==> config.mk <==
export PLATFORM = sky130hd
export DESIGN_NAME = if_prefetch_buffer_flat
export DESIGN_NICKNAME = d
export VERILOG_FILES = /design/src/rtl/if_prefetch_buffer_pkg.sv /design/src/rtl/if_prefetch_buffer_if.sv /design/src/rtl/if_prefetch_buffer_chk.sv /design/src/rtl/sync_fifo.sv /design/src/rtl/if_prefetch_buffer.sv /design/src/flat_wrapper.sv
export SDC_FILE = /design/constraint.sdc
export NUM_CORES = 1
export LEC_CHECK = 0
export ABC_AREA = 1
export CAP_MARGIN = 0
export CORE_MARGIN = 4
export CORE_UTILIZATION = 50
export CTS_BUF_LIST = sky130_fd_sc_hd__clkbuf_4 sky130_fd_sc_hd__clkbuf_8
export DETAILED_ROUTE_END_ITERATION = 10
export PLACE_DENSITY_LB_ADDON = 0.05
export SLEW_MARGIN = 0
export SYNTH_ARGS = -nofsm -noshare
export SYNTH_HDL_FRONTEND = slang
export SYNTH_SLANG_ARGS = --single-unit
==> constraint.sdc <==
create_clock -name clk -period 4 [get_ports clk]
set_input_delay 0.8 -clock clk [delete_from_list [all_inputs] [get_ports clk]]
set_output_delay 0.8 -clock clk [all_outputs]
set_load 0.01 [all_outputs]
==> src/rtl/if_prefetch_buffer_pkg.sv <==
// Shared types and constants for the instruction prefetch buffer.
package if_prefetch_buffer_pkg;

    localparam int              XLEN             = 32;
    localparam int              PC_INC           = 4;
    localparam logic [XLEN-1:0] RESET_PC_DEFAULT = 32'h0000_0000;

    typedef struct packed {
        logic [XLEN-1:0] instr;
        logic [XLEN-1:0] pc;
    } fetch_entry_t;

endpackage

==> src/rtl/if_prefetch_buffer_if.sv <==
// Redirect, instruction-memory and IF/ID handshake bundle of the prefetch buffer.
interface if_prefetch_buffer_if #(
    parameter int DATA_WIDTH = 32
);
    logic                  redirect_valid_i;
    logic [DATA_WIDTH-1:0] redirect_pc_i;
    logic                  imem_req_valid_o;
    logic [DATA_WIDTH-1:0] imem_req_addr_o;
    logic                  imem_req_ready_i;
    logic                  imem_rsp_valid_i;
    logic [DATA_WIDTH-1:0] imem_rsp_data_i;
    logic                  IF_valid_o;
    logic [DATA_WIDTH-1:0] IF_instruction_o;
    logic [DATA_WIDTH-1:0] IF_pc_o;
    logic [DATA_WIDTH-1:0] IF_pc_plus4_o;
    logic                  ID_ready_i;

    modport master (
        input  redirect_valid_i, redirect_pc_i,
        output imem_req_valid_o, imem_req_addr_o,
        input  imem_req_ready_i, imem_rsp_valid_i, imem_rsp_data_i,
        output IF_valid_o, IF_instruction_o, IF_pc_o, IF_pc_plus4_o,
        input  ID_ready_i
    );

    modport slave (
        output redirect_valid_i, redirect_pc_i,
        input  imem_req_valid_o, imem_req_addr_o,
        output imem_req_ready_i, imem_rsp_valid_i, imem_rsp_data_i,
        input  IF_valid_o, IF_instruction_o, IF_pc_o, IF_pc_plus4_o,
        output ID_ready_i
    );
endinterface

==> src/rtl/if_prefetch_buffer_chk.sv <==
// Run-time checks on the prefetch buffer credit scheme.
module if_prefetch_buffer_chk #(
    parameter int OW              = 2,
    parameter int MAX_OUTSTANDING = 2
) (
    input logic          clk,
    input logic          rst_n,
    input logic          push,
    input logic          full,
    input logic [OW-1:0] outstanding
);
    // The credit rule reserves a FIFO slot for every response, so a full push is a design bug.
    a_no_overflow: assert property (@(posedge clk) disable iff (!rst_n) !(push && full));
    a_outstanding: assert property (@(posedge clk) disable iff (!rst_n)
                                    outstanding <= OW'(MAX_OUTSTANDING));
endmodule

==> src/rtl/sync_fifo.sv <==
// Generic synchronous FIFO with flush; head entry is visible combinationally.
module sync_fifo #(
    parameter int WIDTH = 8,
    parameter int DEPTH = 4,
    localparam int AW   = $clog2(DEPTH),
    localparam int CW   = AW + 1
) (
    input  logic             clk,
    input  logic             rst_n,
    input  logic             push,
    input  logic [WIDTH-1:0] push_data,
    input  logic             pop,
    input  logic             flush,
    output logic [CW-1:0]    count,
    output logic [WIDTH-1:0] head_data,
    output logic             full
);
    logic [WIDTH-1:0] mem_r [DEPTH];
    logic [AW-1:0]    wr_ptr_r;
    logic [AW-1:0]    rd_ptr_r;
    logic [CW-1:0]    count_r;
    logic             do_push_s;
    logic             do_pop_s;

    // Qualify handshakes against occupancy so pointers can never run past each other.
    always_comb begin
        full      = (count_r == CW'(DEPTH));
        do_push_s = push & ~full;
        do_pop_s  = pop & (count_r != CW'(0));
        count     = count_r;
        head_data = mem_r[rd_ptr_r];
    end

    // Storage, pointers and occupancy; flush empties the queue without touching storage.
    always_ff @(posedge clk or negedge rst_n) begin
        if (!rst_n) begin
            for (int i = 0; i < DEPTH; i++) begin
                mem_r[i] <= WIDTH'(0);
            end
            wr_ptr_r <= AW'(0);
            rd_ptr_r <= AW'(0);
            count_r  <= CW'(0);
        end else if (flush) begin
            wr_ptr_r <= AW'(0);
            rd_ptr_r <= AW'(0);
            count_r  <= CW'(0);
        end else begin
            if (do_push_s) begin
                mem_r[wr_ptr_r] <= push_data;
                wr_ptr_r        <= wr_ptr_r + AW'(1);
            end
            if (do_pop_s) begin
                rd_ptr_r <= rd_ptr_r + AW'(1);
            end
            case ({do_push_s, do_pop_s})
                2'b10:   count_r <= count_r + CW'(1);
                2'b01:   count_r <= count_r - CW'(1);
                default: count_r <= count_r;
            endcase
        end
    end
endmodule

==> src/rtl/if_prefetch_buffer.sv <==
// Instruction prefetch queue: issues sequential fetches ahead of decode, flushes on redirect
// and silently drops responses to requests made before the redirect.
module if_prefetch_buffer
    import if_prefetch_buffer_pkg::*;
#(
    parameter int                    DATA_WIDTH      = XLEN,
    parameter int                    DEPTH           = 4,
    parameter int                    MAX_OUTSTANDING = 2,
    parameter logic [DATA_WIDTH-1:0] RESET_PC        = RESET_PC_DEFAULT
) (
    input logic                  clk,
    input logic                  rst_n,
    if_prefetch_buffer_if.master bus
);
    localparam int CW = $clog2(DEPTH) + 1;
    localparam int OW = $clog2(MAX_OUTSTANDING + 1);

    logic [DATA_WIDTH-1:0] fetch_pc_r, fetch_pc_nxt_s;
    logic [DATA_WIDTH-1:0] rsp_pc_r, rsp_pc_nxt_s;
    logic [DATA_WIDTH-1:0] redirect_pc_s;
    logic [OW-1:0]         outstanding_r, outstanding_nxt_s;
    logic [OW-1:0]         discard_cnt_r, discard_cnt_nxt_s;
    logic [CW-1:0]         count_s;
    logic                  redirect_s, credit_ok_s, req_valid_s, req_fire_s, rsp_fire_s;
    logic                  push_s, pop_s, full_s;
    fetch_entry_t          push_entry_s, head_entry_s;

    // Request credit, response classification and FIFO handshakes.
    always_comb begin
        redirect_s        = bus.redirect_valid_i;
        redirect_pc_s     = bus.redirect_pc_i & ~DATA_WIDTH'(3);
        credit_ok_s       = (outstanding_r < OW'(MAX_OUTSTANDING)) &&
                            ((int'(count_s) + int'(outstanding_r)) < DEPTH);
        req_valid_s       = rst_n & ~redirect_s & credit_ok_s;
        req_fire_s        = req_valid_s & bus.imem_req_ready_i;
        rsp_fire_s        = bus.imem_rsp_valid_i;
        push_s            = rsp_fire_s & ~redirect_s & (discard_cnt_r == OW'(0));
        pop_s             = (count_s != CW'(0)) & bus.ID_ready_i & ~redirect_s;
        outstanding_nxt_s = outstanding_r + OW'(req_fire_s) - OW'(rsp_fire_s);
        push_entry_s      = '{instr: bus.imem_rsp_data_i, pc: rsp_pc_r};
    end

    // PC and stale-response bookkeeping; a redirect re-targets both PCs and marks all in-flight work stale.
    always_comb begin
        fetch_pc_nxt_s    = fetch_pc_r;
        rsp_pc_nxt_s      = rsp_pc_r;
        discard_cnt_nxt_s = discard_cnt_r;
        if (redirect_s) begin
            fetch_pc_nxt_s    = redirect_pc_s;
            rsp_pc_nxt_s      = redirect_pc_s;
            discard_cnt_nxt_s = outstanding_nxt_s;
        end else begin
            if (req_fire_s) begin
                fetch_pc_nxt_s = fetch_pc_r + DATA_WIDTH'(PC_INC);
            end else begin
                fetch_pc_nxt_s = fetch_pc_r;
            end
            if (rsp_fire_s && (discard_cnt_r != OW'(0))) begin
                discard_cnt_nxt_s = discard_cnt_r - OW'(1);
            end else if (push_s) begin
                rsp_pc_nxt_s = rsp_pc_r + DATA_WIDTH'(PC_INC);
            end else begin
                rsp_pc_nxt_s = rsp_pc_r;
            end
        end
    end

    // Fetch/response PCs, outstanding credit and stale-response counter.
    always_ff @(posedge clk or negedge rst_n) begin
        if (!rst_n) begin
            fetch_pc_r    <= RESET_PC;
            rsp_pc_r      <= RESET_PC;
            outstanding_r <= OW'(0);
            discard_cnt_r <= OW'(0);
        end else begin
            fetch_pc_r    <= fetch_pc_nxt_s;
            rsp_pc_r      <= rsp_pc_nxt_s;
            outstanding_r <= outstanding_nxt_s;
            discard_cnt_r <= discard_cnt_nxt_s;
        end
    end

    sync_fifo #(
        .WIDTH ($bits(fetch_entry_t)),
        .DEPTH (DEPTH)
    ) u_fifo (
        .clk       (clk),
        .rst_n     (rst_n),
        .push      (push_s),
        .push_data (push_entry_s),
        .pop       (pop_s),
        .flush     (redirect_s),
        .count     (count_s),
        .head_data (head_entry_s),
        .full      (full_s)
    );

    if_prefetch_buffer_chk #(
        .OW              (OW),
        .MAX_OUTSTANDING (MAX_OUTSTANDING)
    ) u_chk (
        .clk         (clk),
        .rst_n       (rst_n),
        .push        (push_s),
        .full        (full_s),
        .outstanding (outstanding_r)
    );

    // Output drive; everything is forced low while reset is held.
    always_comb begin
        bus.imem_req_valid_o = req_valid_s;
        bus.IF_valid_o       = rst_n & (count_s != CW'(0));
        if (rst_n) begin
            bus.imem_req_addr_o  = fetch_pc_r;
            bus.IF_instruction_o = head_entry_s.instr;
            bus.IF_pc_o          = head_entry_s.pc;
            bus.IF_pc_plus4_o    = head_entry_s.pc + DATA_WIDTH'(PC_INC);
        end else begin
            bus.imem_req_addr_o  = DATA_WIDTH'(0);
            bus.IF_instruction_o = DATA_WIDTH'(0);
            bus.IF_pc_o          = DATA_WIDTH'(0);
            bus.IF_pc_plus4_o    = DATA_WIDTH'(0);
        end
    end
endmodule

==> src/flat_wrapper.sv <==
// flat-port wrapper written by rule: the top's interface ports become plain ports
module if_prefetch_buffer_flat import if_prefetch_buffer_pkg::*;
#(
    parameter int                    DATA_WIDTH      = XLEN,
    parameter int                    DEPTH           = 4,
    parameter int                    MAX_OUTSTANDING = 2,
    parameter logic [DATA_WIDTH-1:0] RESET_PC        = RESET_PC_DEFAULT
)
  (clk, rst_n, bus_redirect_valid_i, bus_redirect_pc_i, bus_imem_req_valid_o, bus_imem_req_addr_o, bus_imem_req_ready_i, bus_imem_rsp_valid_i, bus_imem_rsp_data_i, bus_IF_valid_o, bus_IF_instruction_o, bus_IF_pc_o, bus_IF_pc_plus4_o, bus_ID_ready_i);
  if_prefetch_buffer_if #(.DATA_WIDTH(DATA_WIDTH)) bus_i ();
  input logic clk;
  input logic rst_n;
  input wire logic [$bits(bus_i.redirect_valid_i)-1:0] bus_redirect_valid_i;
  input wire logic [$bits(bus_i.redirect_pc_i)-1:0] bus_redirect_pc_i;
  output wire logic [$bits(bus_i.imem_req_valid_o)-1:0] bus_imem_req_valid_o;
  output wire logic [$bits(bus_i.imem_req_addr_o)-1:0] bus_imem_req_addr_o;
  input wire logic [$bits(bus_i.imem_req_ready_i)-1:0] bus_imem_req_ready_i;
  input wire logic [$bits(bus_i.imem_rsp_valid_i)-1:0] bus_imem_rsp_valid_i;
  input wire logic [$bits(bus_i.imem_rsp_data_i)-1:0] bus_imem_rsp_data_i;
  output wire logic [$bits(bus_i.IF_valid_o)-1:0] bus_IF_valid_o;
  output wire logic [$bits(bus_i.IF_instruction_o)-1:0] bus_IF_instruction_o;
  output wire logic [$bits(bus_i.IF_pc_o)-1:0] bus_IF_pc_o;
  output wire logic [$bits(bus_i.IF_pc_plus4_o)-1:0] bus_IF_pc_plus4_o;
  input wire logic [$bits(bus_i.ID_ready_i)-1:0] bus_ID_ready_i;
  assign bus_i.redirect_valid_i = bus_redirect_valid_i;
  assign bus_i.redirect_pc_i = bus_redirect_pc_i;
  assign bus_imem_req_valid_o = bus_i.imem_req_valid_o;
  assign bus_imem_req_addr_o = bus_i.imem_req_addr_o;
  assign bus_i.imem_req_ready_i = bus_imem_req_ready_i;
  assign bus_i.imem_rsp_valid_i = bus_imem_rsp_valid_i;
  assign bus_i.imem_rsp_data_i = bus_imem_rsp_data_i;
  assign bus_IF_valid_o = bus_i.IF_valid_o;
  assign bus_IF_instruction_o = bus_i.IF_instruction_o;
  assign bus_IF_pc_o = bus_i.IF_pc_o;
  assign bus_IF_pc_plus4_o = bus_i.IF_pc_plus4_o;
  assign bus_i.ID_ready_i = bus_ID_ready_i;
  if_prefetch_buffer #(.DATA_WIDTH(DATA_WIDTH), .DEPTH(DEPTH), .MAX_OUTSTANDING(MAX_OUTSTANDING), .RESET_PC(RESET_PC)) u_core (.clk(clk), .rst_n(rst_n), .bus(bus_i));
endmodule
# Word-level counts from Yosys, hierarchy flattened

Index checks and enable logic that the tools add are counted.

$lt $le $gt $ge: 5
Bitwise operators: 14
Mux-type cells: 23
Equality and inequality tests: 4
Add/subtract/negate cells: 11
Reductions and logical operators: 14

Operators by type and width:

| cell                    | count |
|---|---|
| $mux W32                | 9 |
| $bwmux W256             | 1 |
| $mux W64                | 3 |
| $bmux W64 S2            | 1 |
| $demux W64 S2           | 1 |
| $add A32 B3 Y32 const B | 3 |
| $lt A32 B4 Y1 const B   | 1 |
| $mux W2                 | 6 |
| $reduce_bool A2 Y1      | 6 |
| $and A1 B1 Y1           | 10 |
| $ge A3 B3 Y1 const B    | 2 |
| $not A2 Y3              | 2 |
| $pmux W3 S2             | 1 |
| $reduce_bool A3 Y1      | 2 |
| $add A2 B1 Y2 const B   | 2 |
| $add A3 B2 Y4           | 1 |
| $reduce_and A2 Y1       | 2 |
| $add A3 B1 Y3 const B   | 1 |
| $eq A3 B3 Y1 const B    | 1 |
| $logic_and A1 B1 Y1     | 3 |
| $lt A3 B1 Y1 const B    | 1 |
| $mux W3                 | 1 |
| $sub A3 B1 Y3 const B   | 1 |
| $add A2 B1 Y2           | 1 |
| other kinds (8)         | 9 |

Input port bits: 70
Output and inout port bits: 130
Logic and storage cells: 82
Register bits after elaboration: 331

# Longest topological paths before layout

Depth in word-level cells: 8
Mapped depth: 18
Depth with buffers taken out: 16

# By module

From an unflattened synthesis, not the netlist that was laid out.

Cell total of the unflattened synthesis: 2416
Area total of the unflattened synthesis: 18406.4 um^2

By module, submodules not included:

| module             | instances | area an instance (um^2) | cells each | sequential area each (um^2) |
|---|---|---|---|---|
| sync_fifo          | 1         | 12199.2                 | 1313       | 6581.3 |
| if_prefetch_buffer | 1         | 6207.2                  | 1103       | 1601.5 |

# Worst setup path after synthesis

Ideal clock, no wire load.

Kind: register to output
Start: reg u_core.u_fifo.rd_ptr_r[1]
End: out bus_IF_pc_plus4_o[22]
Path buffers: 2
Path slack: 1.227 ns
Arrival time: 1.973 ns
Required time: 3.200 ns
Cell stages (with the launch flop): 17
Cells stage by stage: dfrtp_1 -> inv_1 -> buf_6 -> buf_2 -> o211ai_1 -> nand2_2 -> ha_1 -> inv_1 -> nor2_4 -> nand2_1 -> inv_1 -> nand2_1 -> nor2_1 -> nand2_1 -> nand2_1 -> nand2_1 -> nor2_1

Cells in the longest elaborated chain, start to end: 6

RTL lines:

| element                                      | line                      | RTL |
|---|---|---|
| from (decl)                                  | sync_fifo.sv:20           | `logic [AW-1:0] rd_ptr_r;` |
| from (signal assigned)                       | sync_fifo.sv:53           | `rd_ptr_r <= rd_ptr_r + AW'(1);` |
| $not A2 Y3 (not written as such)             | sync_fifo.sv:31           | `head_data = mem_r[rd_ptr_r];` |
| $bmux W64 S2                                 | sync_fifo.sv:31           |  |
| $mux W64 (not written as such) (2 in series) | sync_fifo.sv:31           |  |
| $add A32 B3 Y32                              | if_prefetch_buffer.sv:117 | `bus.IF_pc_plus4_o = head_entry_s.pc + DATA_WIDTH'(PC_INC);` |
| $mux W32                                     | if_prefetch_buffer.sv:113 | `if (rst_n) begin` |
| to (decl)                                    | flat_wrapper.sv:23        | `output wire logic [$bits(bus_i.IF_pc_plus4_o)-1:0] bus_IF_pc_plus4_o;` |

No other way between the ends. The select of a mux whose other input is x is not followed.

# Worst setup path in the final report

Start: reg u_core.u_fifo.rd_ptr_r[0]
End: out bus_IF_pc_plus4_o[10]

The elaborated chain is that of the path after synthesis.

==> key figures <==
Power and ir drop
  – Int Power: between 7 and 8 mW
  – PD cells: about 600 nW/um^2
  – PnR Total Power: approximately 13 mW
  – Peak supply drop: between 0.2 and 0.3 mV
  – Leakage Power: between 10 and 15 nW
  – Reg power frac: between 30% and 40%
  – Sw Pwr: about 5.0 mW
  – Sw Share: about two fifths
  – Comb pwr share: about two fifths
  – Clock power share: 24.2%

Setup path
  – Critical-path cell list: inv_8, nand2_1, nand2_1, nand2_1, nand2_2, ha_1, inv_1, nor2_4, nand2_2, nor2_4, buf_4, buf_4, o21ai_0, nor2_1, buf_2
  – CP most frequent cell: nand2_1
  – Critical Path Start: u_core.u_fifo.rd_ptr_r[0]$_DFFE_PN0P_
  – Worst reg2reg path startpoint: u_core.u_fifo.count[1]$_DFFE_PN0P_
  – WP data required: about 3.2 ns
  – Critical Path Max Stage Delay: roughly 0.54 ns
  – Slowest-stage cell, CP: dfrtp_4
  – Crit path DAT: ~3 ns
  – Setup CP Type: flip-flop to primary output
  – CP Capture Type: primary output
  – CP Max Fanout: 9
  – Setup crit start kind: flip-flop

GRT
  – Vias in the first global route: roughly 16000
  – Most used routing layer: met2
  – Global Route Usage Sum: between 20% and 30%
  – Grt met1 use: 37.6%
  – Initial antenna violation count: 0
  – First-pass GRT wire length: 82.3 mm
  – Met3 usage: about 4.4%
  – Met2 Resource Use GR: slightly above 40%
  – Grt ovf: 0
  – Largest net degree at the start of global routing: around 120

Yosys
  – Yosys warnings: 0
  – Post-synth ARST share: between 90% and 100%
  – Synth top area cells: dfrtp_1, nand2_1, o21ai_0
  – Yosys top cell by area: dfrtp_1
  – Register bit count reported by yosys: 319
  – Avg Cell Area, Syn: 7.21 um^2
  – Post-Syn Area: between 15000 and 20000 um^2
  – Synth top area share: 45.4%
  – Main synth FF type: dfrtp_1
  – Synth cell types: 45
  – EDFF count, synth: 0
  – Register area share after synthesis: 45.4%
  – Cell count after synthesis: between 2000 and 2500

Timing
  – Count of final setup violators: 0
  – Final hold slack: ~0.33 ns
  – Sum of negative setup slack: 0 ns
  – Tightest Pin Transition: 0.699 ns
  – Final setup margin: ~0.18 ns
  – Minimum clock period: between 3 and 4 ns
  – Unrepaired setup endpoints after global routing: yes
  – Fin crit share: a little over nine tenths
  – Max Clock Skew: between 0.02 and 0.03 ns
  – Slew HR: between 50% and 60%
  – Final Hold Fails: 0
  – Final Max Slew Viols: 0
  – Peak Freq: ~260 MHz

Floorplan
  – Top Ports: 200
  – Core area: about 35000 um^2
  – Starting density of the core: between 50% and 60%
  – Row count: 68
  – Die Area: roughly 38000 um^2
  – Horiz. Die Dim: between 150 and 200 um
  – DIE HEIGHT: 195 um

Clock network
  – # H-tree levels: 2
  – Worst-path clk slew: ~0.06 ns
  – Skew-Pair Late Insertion Delay: approximately 0.6 ns
  – CTS Buf Count: 55
  – Clock sinks: 319
  – Clock buffer depth: 3
  – Clock Tree Root: clkbuf_8
  – CTS tree: done

Route
  – Post-DR wirelength/cell: roughly 16 um
  – Drt via density: ~5.3
  – First drt pass iteration count: 5
  – Detail Route Antenna Nets: 0
  – DRT iter0 DRCs: 1229
  – # DRC: 0
  – Vias: between 15000 and 20000
  – Routed WL: 50.6 mm

Layout
  – Nets: 2686
  – P&R area growth vs syn: 20.6%
  – Non-filler instance count after layout: around 3100
  – Multi-input logic area: ~8000 um^2
  – Register Area: about 8000 um^2
  – Fill count: 3213
  – Share of layout cells above drive strength 1: around 8.7%
  – Final instance area: ~21000 um^2
  – Final Util: a little over 60%
  – ANT cells: 0

Placed design
  – HPWL after detailed placement: about 34 mm
  – Placed cells: roughly 3000
  – Gp weighted congestion: about 0.92
  – Dpl cell area: just under 20000 um^2
  – Pre-CTS setup slack: about 0.43 ns
  – Port Buffers: 191

Outcome
  – Status: finished clean

Run
  – Max-cap viol count: 0

Min path
  – Worst min path class: input port to asynchronous set/reset pin
[power by group through the flow]
stage / clock, mW / combinational (mW) / sequential [mW]
2_1_floorplan: 0 / 3.27 / 4.65
3_3_place_gp: 0 / 4.94 / 4.71
3_5_place_dp: 0 / 5.03 / 4.74
4_1_cts: 3.22 / 5.11 / 4.69
5_1_grt: 3.36 / 5.76 / 4.82
6_report: 3.13 / 5.13 / 4.71
[placed cells by master, fill, tap and decap left out, types with 7 or more instances in the layout]
cell type	synthesis	final
xor2_1	30	30
clkdlybuf4s50_1	0	168
nor2_4	3	7
a21oi_1	58	57
nor2_2	17	22
nand3_1	126	126
buf_4	10	34
dfrtp_1	319	317
nand2_2	26	30
xnor2_1	8	8
ha_1	11	11
inv_1	181	179
nand4_1	20	20
o21ai_0	330	330
clkbuf_8	0	70
clkinv_2	0	8
dlymetal6s2s_1	0	13
buf_12	2	9
nor3_1	24	24
o21ai_1	18	18
nor2_1	274	265
nand2_1	796	786
o211ai_1	28	28
clkbuf_4	0	17
[logic make-up (layout without fill, tap and decap cells)]
kind of cell / count (synthesis) / after routing / synth area share [%]
xor gates and xnor gates: 38 / 38 / 1.89
DFF: 319 / 319 / 45.4
other: 1 / 6 / 0.0214
buffers and inverters: 323 / 527 / 8.31
AOI/OAI and AO/OA: 447 / 447 / 13.3
and+or+nand+nor: 1297 / 1297 / 30.1
adders and majority gates: 12 / 12 / 0.898
[state kept, by name, summed over array words and instances, names as in the netlist]
name,cells
u_core.u_fifo.mem_r,248
u_core.fetch_pc_r,30
u_core.rsp_pc_r,30
u_core.outstanding_r,2
u_core.u_fifo.rd_ptr_r,2
u_core.u_fifo.count,3
u_core.u_fifo.wr_ptr_r,2
u_core.discard_cnt_r,2
[Yosys cell counts, types with 2 or more instances]
| cell type | n |
|---|---|
| nand2_1 | 796 |
| o21ai_0 | 330 |
| dfrtp_1 | 319 |
| nor2_1 | 274 |
| inv_1 | 181 |
| nand3_1 | 126 |
| a21oi_1 | 58 |
| clkbuf_1 | 58 |
| buf_2 | 51 |
| xor2_1 | 30 |
| o211ai_1 | 28 |
| nand2_2 | 26 |
| nor3_1 | 24 |
| nand4_1 | 20 |
| o21ai_1 | 18 |
| nor2_2 | 17 |
| buf_6 | 12 |
| ha_1 | 11 |
| buf_4 | 10 |
| xnor2_1 | 8 |
| o221ai_1 | 5 |
| inv_2 | 4 |
| and2_1 | 3 |
| nor2_4 | 3 |
| a31oi_1 | 2 |
| buf_12 | 2 |
| nand3_2 | 2 |
| nand3b_1 | 2 |
[layout make-up]
class | instances | share of cell area [%]
multi-input cells | 1800 | 38.9
flip-flops and latches | 319 | 37.7
clock buffers | 87 | 5.15
inverters | 187 | 3.35
well taps | 455 | 2.69
repair buffers | 241 | 11.7
clock inverters | 12 | 0.461
[layer usage]
metal | part of all wire [%] | wire, um
met2 | 45 | 22700
met3 | 6.0 | 3050
met4 | 2.4 | 1210
met5 | 0 | 0
met1 | 47 | 23600
[path summary, 6_finish.rpt]
check,end,slack [ns],cells past startpoint
hold / removal,u_core.u_fifo.mem_r[6]$_DFFE_PN0P_,0.33,2
max in group asynchronous,u_core.u_fifo.mem_r[143]$_DFFE_PN0P_,2.68,3
setup reg to reg,u_core.fetch_pc_r[30]$_DFFE_PN0P_,1.08,9
setup / recovery,bus_IF_pc_plus4_o[10],0.18,15
min in group clk,u_core.u_fifo.mem_r[174]$_DFFE_PN0P_,0.48,2
hold reg to reg,u_core.u_fifo.mem_r[174]$_DFFE_PN0P_,0.48,2
[worst max-delay path: cells and delay by family (launching register included)]
family / cells / cell delay (ns)
fa+ha+maj: 1 / 0.19
buf+inv: 5 / 0.63
simple gates: 8 / 1.00
compound gates: 1 / 0.07
flops: 1 / 0.54
[what timing repair did]
action	in CTS	in global routing
hold buffers	3	0
buffers inserted	2	6
gates resized for setup	27	33
pin swaps	5	4
endpoints found under the setup margin	22	26
hold endpoints to repair	3	0
cloned	1	0
(Power assumes the default switching activity.)
